`config.mk`:
```
export PLATFORM = sky130hd
export DESIGN_NAME = tdm_demux4
export DESIGN_NICKNAME = d
export VERILOG_FILES = /design/src/rtl/tdm_demux4.sv
export SDC_FILE = /design/constraint.sdc
export NUM_CORES = 1
export LEC_CHECK = 0
export ABC_CLOCK_PERIOD_IN_PS = 2250
export CAP_MARGIN = 20
export CORE_ASPECT_RATIO = 1.5
export CORE_MARGIN = 8
export CORE_UTILIZATION = 51
export DETAILED_ROUTE_END_ITERATION = 10
export HOLD_SLACK_MARGIN = 0.02
export PLACE_DENSITY = 0.84
export SYNTH_ARGS = -nofsm -noshare
export SYNTH_HDL_FRONTEND = slang
export SYNTH_SLANG_ARGS = --single-unit
```
`constraint.sdc`:
```
create_clock -name clk -period 2.25 [get_ports clk]
set_clock_uncertainty 0.1 [all_clocks]
set_input_delay 0.675 -clock clk [delete_from_list [all_inputs] [get_ports clk]]
set_output_delay 0.675 -clock clk [all_outputs]
set_load 0.02 [all_outputs]
```
`src/rtl/tdm_demux4.sv`:
```
// tdm_demux4: four-channel TDM demultiplexer.
// Frames are located by in_sof. Samples are assembled into four lane
// registers, and each completed frame goes to a single output holding slot
// with a valid/ready handshake. A framing violation raises sync_err for one
// cycle. A completed frame that finds the slot occupied is dropped and
// raises overflow for one cycle.
module tdm_demux4 #(
  parameter int WIDTH = 8
) (
  input  logic               clk,
  input  logic               rst_n,
  input  logic               in_valid,
  input  logic               in_sof,
  input  logic [WIDTH-1:0]   in_data,
  output logic               out_valid,
  input  logic               out_ready,
  output logic [4*WIDTH-1:0] out_data,
  output logic               sync_err,
  output logic               overflow,
  output logic [7:0]         frame_cnt
);

  typedef enum logic [1:0] {
    ST_HUNT    = 2'd0,
    ST_COLLECT = 2'd1,
    ST_EXPECT  = 2'd2
  } state_e;

  state_e             state_q, state_d;
  logic [1:0]         idx_q, idx_d;
  logic [WIDTH-1:0]   lane_q [4];
  logic [WIDTH-1:0]   lane_d [4];
  logic [4*WIDTH-1:0] out_data_q, out_data_d;
  logic               out_valid_q, out_valid_d;
  logic               sync_err_q, sync_err_d;
  logic               overflow_q, overflow_d;
  logic [7:0]         frame_cnt_q, frame_cnt_d;

  logic               frame_done_s;
  logic               slot_free_s;
  logic               handshake_s;
  logic [4*WIDTH-1:0] frame_s;

  // Framing FSM: slot capture into lanes, frame completion and sync errors
  always_comb begin
    state_d      = state_q;
    idx_d        = idx_q;
    sync_err_d   = 1'b0;
    frame_done_s = 1'b0;
    for (int i = 0; i < 4; i++) begin
      lane_d[i] = lane_q[i];
    end
    if (in_valid) begin
      case (state_q)
        ST_HUNT: begin
          if (in_sof) begin
            lane_d[0] = in_data;
            idx_d     = 2'd1;
            state_d   = ST_COLLECT;
          end else begin
            // Not yet aligned: drop the sample silently
            state_d = ST_HUNT;
          end
        end
        ST_COLLECT: begin
          if (in_sof) begin
            // Early start-of-frame: abandon the partial frame, restart at lane 0
            sync_err_d = 1'b1;
            lane_d[0]  = in_data;
            idx_d      = 2'd1;
            state_d    = ST_COLLECT;
          end else begin
            for (int i = 0; i < 4; i++) begin
              if (idx_q == 2'(i)) begin
                lane_d[i] = in_data;
              end else begin
                lane_d[i] = lane_q[i];
              end
            end
            idx_d = idx_q + 2'd1;
            if (idx_q == 2'd3) begin
              frame_done_s = 1'b1;
              state_d      = ST_EXPECT;
            end else begin
              state_d = ST_COLLECT;
            end
          end
        end
        ST_EXPECT: begin
          if (in_sof) begin
            lane_d[0] = in_data;
            idx_d     = 2'd1;
            state_d   = ST_COLLECT;
          end else begin
            // Frame boundary expected but missing: lose alignment
            sync_err_d = 1'b1;
            idx_d      = 2'd0;
            state_d    = ST_HUNT;
          end
        end
        default: begin
          idx_d   = 2'd0;
          state_d = ST_HUNT;
        end
      endcase
    end else begin
      // Gap between slots: everything holds
      state_d = state_q;
    end
  end

  // Completed frame: the lane-3 sample arrives directly from the input
  assign frame_s     = {in_data, lane_q[2], lane_q[1], lane_q[0]};
  assign handshake_s = out_valid_q & out_ready;
  assign slot_free_s = ~out_valid_q | out_ready;

  // Output slot: load, hold, release and overflow detection
  always_comb begin
    out_data_d  = out_data_q;
    out_valid_d = out_valid_q;
    overflow_d  = 1'b0;
    if (frame_done_s) begin
      if (slot_free_s) begin
        out_data_d  = frame_s;
        out_valid_d = 1'b1;
      end else begin
        overflow_d = 1'b1;
      end
    end else if (handshake_s) begin
      out_valid_d = 1'b0;
    end else begin
      out_valid_d = out_valid_q;
    end
  end

  // Delivered-frame counter, wraps modulo 256
  always_comb begin
    if (handshake_s) begin
      frame_cnt_d = frame_cnt_q + 8'd1;
    end else begin
      frame_cnt_d = frame_cnt_q;
    end
  end

  // State registers with asynchronous active-low reset
  always_ff @(posedge clk or negedge rst_n) begin
    if (!rst_n) begin
      state_q     <= ST_HUNT;
      idx_q       <= 2'd0;
      for (int i = 0; i < 4; i++) begin
        lane_q[i] <= '0;
      end
      out_data_q  <= '0;
      out_valid_q <= 1'b0;
      sync_err_q  <= 1'b0;
      overflow_q  <= 1'b0;
      frame_cnt_q <= 8'd0;
    end else begin
      state_q     <= state_d;
      idx_q       <= idx_d;
      for (int i = 0; i < 4; i++) begin
        lane_q[i] <= lane_d[i];
      end
      out_data_q  <= out_data_d;
      out_valid_q <= out_valid_d;
      sync_err_q  <= sync_err_d;
      overflow_q  <= overflow_d;
      frame_cnt_q <= frame_cnt_d;
    end
  end

  assign out_data  = out_data_q;
  assign out_valid = out_valid_q;
  assign sync_err  = sync_err_q;
  assign overflow  = overflow_q;
  assign frame_cnt = frame_cnt_q;

endmodule

```
==> metrics.yaml <==
first_pass_iters: 2
port_buffers: 55
synth-main-ff-cell: "dfrtp_1"
syn_area_per_cell_um2: 15.6
crit_family: "buffers and inverters"
clk_path_buf_depth: 2
irDropWorstVdd_v: 0.000740
grt_pass1_vias: 1937
drc: 0
fp-row-count: 34
place_inst: 320
synth-seq-cells: 71
place_ws_ns: -0.0934
cts_buffers: 9
routed_wl_mm: 5.49
combPwrFrac_pct: 39.3
drive_gt1_share_pct: 33.7
tightest_slew_ns: 0.412
start_util_pct: 51.7
status: "completed"
synth_top_area_share_pct: 60.2
period_needed_ns: 2.17
critical_path.max_fanout: 5
final_area_mm2: 0.00389
powerDensity_mw_per_mm2: 1350
async_reset_ff_share_pct: 100
path_cells: "clkdlybuf4s50_1"
syn_area_mm2: 0.00295
path_buf_inv: 1
yosys_warnings: 0
worst_setup_path_end_kind: "output pin"
grt_setup_unrepaired: "no"
yosysTopAreaCell: "dfrtp_1"
clock_latency_ns: 0.33
synth_common_cells: "dfrtp_1 (71), mux2_4 (30), mux2_2 (27)"
layout_setup_ws_ns: 0.0754
path_class: "flop to output pin"
antenna_found_initial: 0
hold_buffers: 0
p_int_w: 0.00358
start_kind: "flop"
critPathRequiredTime_ns: 1.47
clock.fmax_ghz: 0.460
max-cap-violations: 0
fin_cells: 336
grt_max_degree: 41
gp_congestion: 0.743
yosysMostFrequentCell: "dfrtp_1"
clk_pin_slew_ns: 0.07
ios: 56
critPathSlowestCell: "clkdlybuf4s50_1"
finish.net_count: 277
diodes: 0
drv_slew: 0
synthCells: 189
cts_sinks: 71
die_area_mm2: 0.00852
sw_frac_of_total_pct: 31.4
hold_class: "input port to async pin"
p_clk_share_pct: 19.7
fin_setup_tns_ns: 0
avgViaCountPerCell: 4.99
wl_per_cell_um: 16.3
htreeDepth: 3
overflow: 0
cts_tree: "yes"
p_leak_nw: 1.85
core_mm2: 0.00570
synth-seq-area-share_pct: 60.2
synthDistinctLibCells: 28
cts_root_buffer: "clkbuf_8"
ctsResizeCount: 0
grt_usage_pct: 14.2
synth_edf_count: 0
area.growth.synth_to_final_pct: 31.8
final-hold-violation-count: 0
p_sw_w: 0.00164
finalSetupViolations: 0
die_y_um: 109
slowest_delay_ns: 0.64
critPathArrivalTime_ns: 1.40
slew-limit-headroom_pct: 72.6
antenna_left: 0
period_share_pct: 96.7
vias: 1677
power_frac_seq_pct: 41.0
dpl_cell_area_mm2: 0.00368
grt_pass1_wl_mm: 9.42
synth_nets: 207
dpl.hpwl_mm: 3.99
first_iter_violations: 60
cts_setup_buffers: 0
synthTopCellsByArea: "dfrtp_1 (60%), mux2_4 (15%), mux2_2 (10%), ha_1 (2.1%), xor2_1 (1.5%)"
die_w_um: 78.1
sequential cells by signal (all words and copies together), names as in the netlist:
name and flops:
frame_s 24, frame_cnt 8, out_data 32, state_q 2, idx_q 2, sync_err 1, out_valid 1, overflow 1
power by group through the flow:
stage / Clock, W / Sequential, W / Combinational [W]
3_5_place_dp: 0 / 0.00216 / 0.00209
6_report: 0.00103 / 0.00214 / 0.00205
4_1_cts: 0.00106 / 0.00215 / 0.00209
2_1_floorplan: 0 / 0.00246 / 0.000857
3_3_place_gp: 0 / 0.00214 / 0.00203
5_1_grt: 0.00112 / 0.00221 / 0.00221
final timing paths:
kind	cells after the start	startpoint	slack, ns	to
worst max-delay path	1	frame_cnt[3]$_DFFE_PN0P_	0.08	frame_cnt[3]
worst min-delay path	1	rst_n	0.17	frame_cnt[7]$_DFFE_PN0P_
worst max register to register	6	idx_q[0]$_DFFE_PN0P_	0.53	frame_s[5]$_DFFE_PN0P_
worst min register to register	1	frame_cnt[7]$_DFFE_PN0P_	0.37	frame_cnt[7]$_DFFE_PN0P_
max in group asynchronous	2	rst_n	1.33	out_data[2]$_DFFE_PN0P_
min in group clk	1	frame_cnt[7]$_DFFE_PN0P_	0.37	frame_cnt[7]$_DFFE_PN0P_
metrics by stage:
stage               hold slack, ns  power, W  utilization [%]
CTS                          0.169   0.00530             68.2
finish                       0.169   0.00523             68.2
floorplan                    0.279   0.00331                -
global placement             0.355   0.00416             64.5
detailed placement           0.357   0.00425             64.5
global route                 0.180   0.00555             68.2
cells in the final DEF (no fill, tap or decap), types with 5 or more instances in the layout:
master	count
mux2_4	30
xor2_1	5
mux2_2	27
clkbuf_8	11
dfrtp_1	71
ha_1	5
clkdlybuf4s50_1	54
nand2_1	8
buf_4	7
buf_12	5
final cells by class:
class,count,area [µm²]
Fill cell,434,1810
Sequential cell,71,1780
Multi-Input combinational cell,107,1100
Timing Repair Buffer,66,693
Clock buffer,11,151
Tap cell,72,90.1
Clock inverter,5,56.3
Inverter,4,15.0
metal layers:
layer,up-vias,global-route usage [%],part of all wire [%]
met5,-,0,0
met3,4,6.77,6.1
met2,38,24.4,53
li1,796,-,-
met4,0,4.79,0.89
met1,839,15.0,40
cell families (layout without fill, tap and decap cells):
logic type                 after synthesis  count (layout)  synth area share, %
and+or+nand+nor                         27              27                 5.39
buffers and inverters                   11              86                 2.33
muxes                                   57              57                 25.6
xor gates and xnor gates                 7               7                 2.08
adders and majority gates                5               5                 2.12
AOI/OAI and AO/OA                       11              11                 2.25
DFF                                     71              71                 60.2
Note: power is estimated with default switching activity, not from simulation.
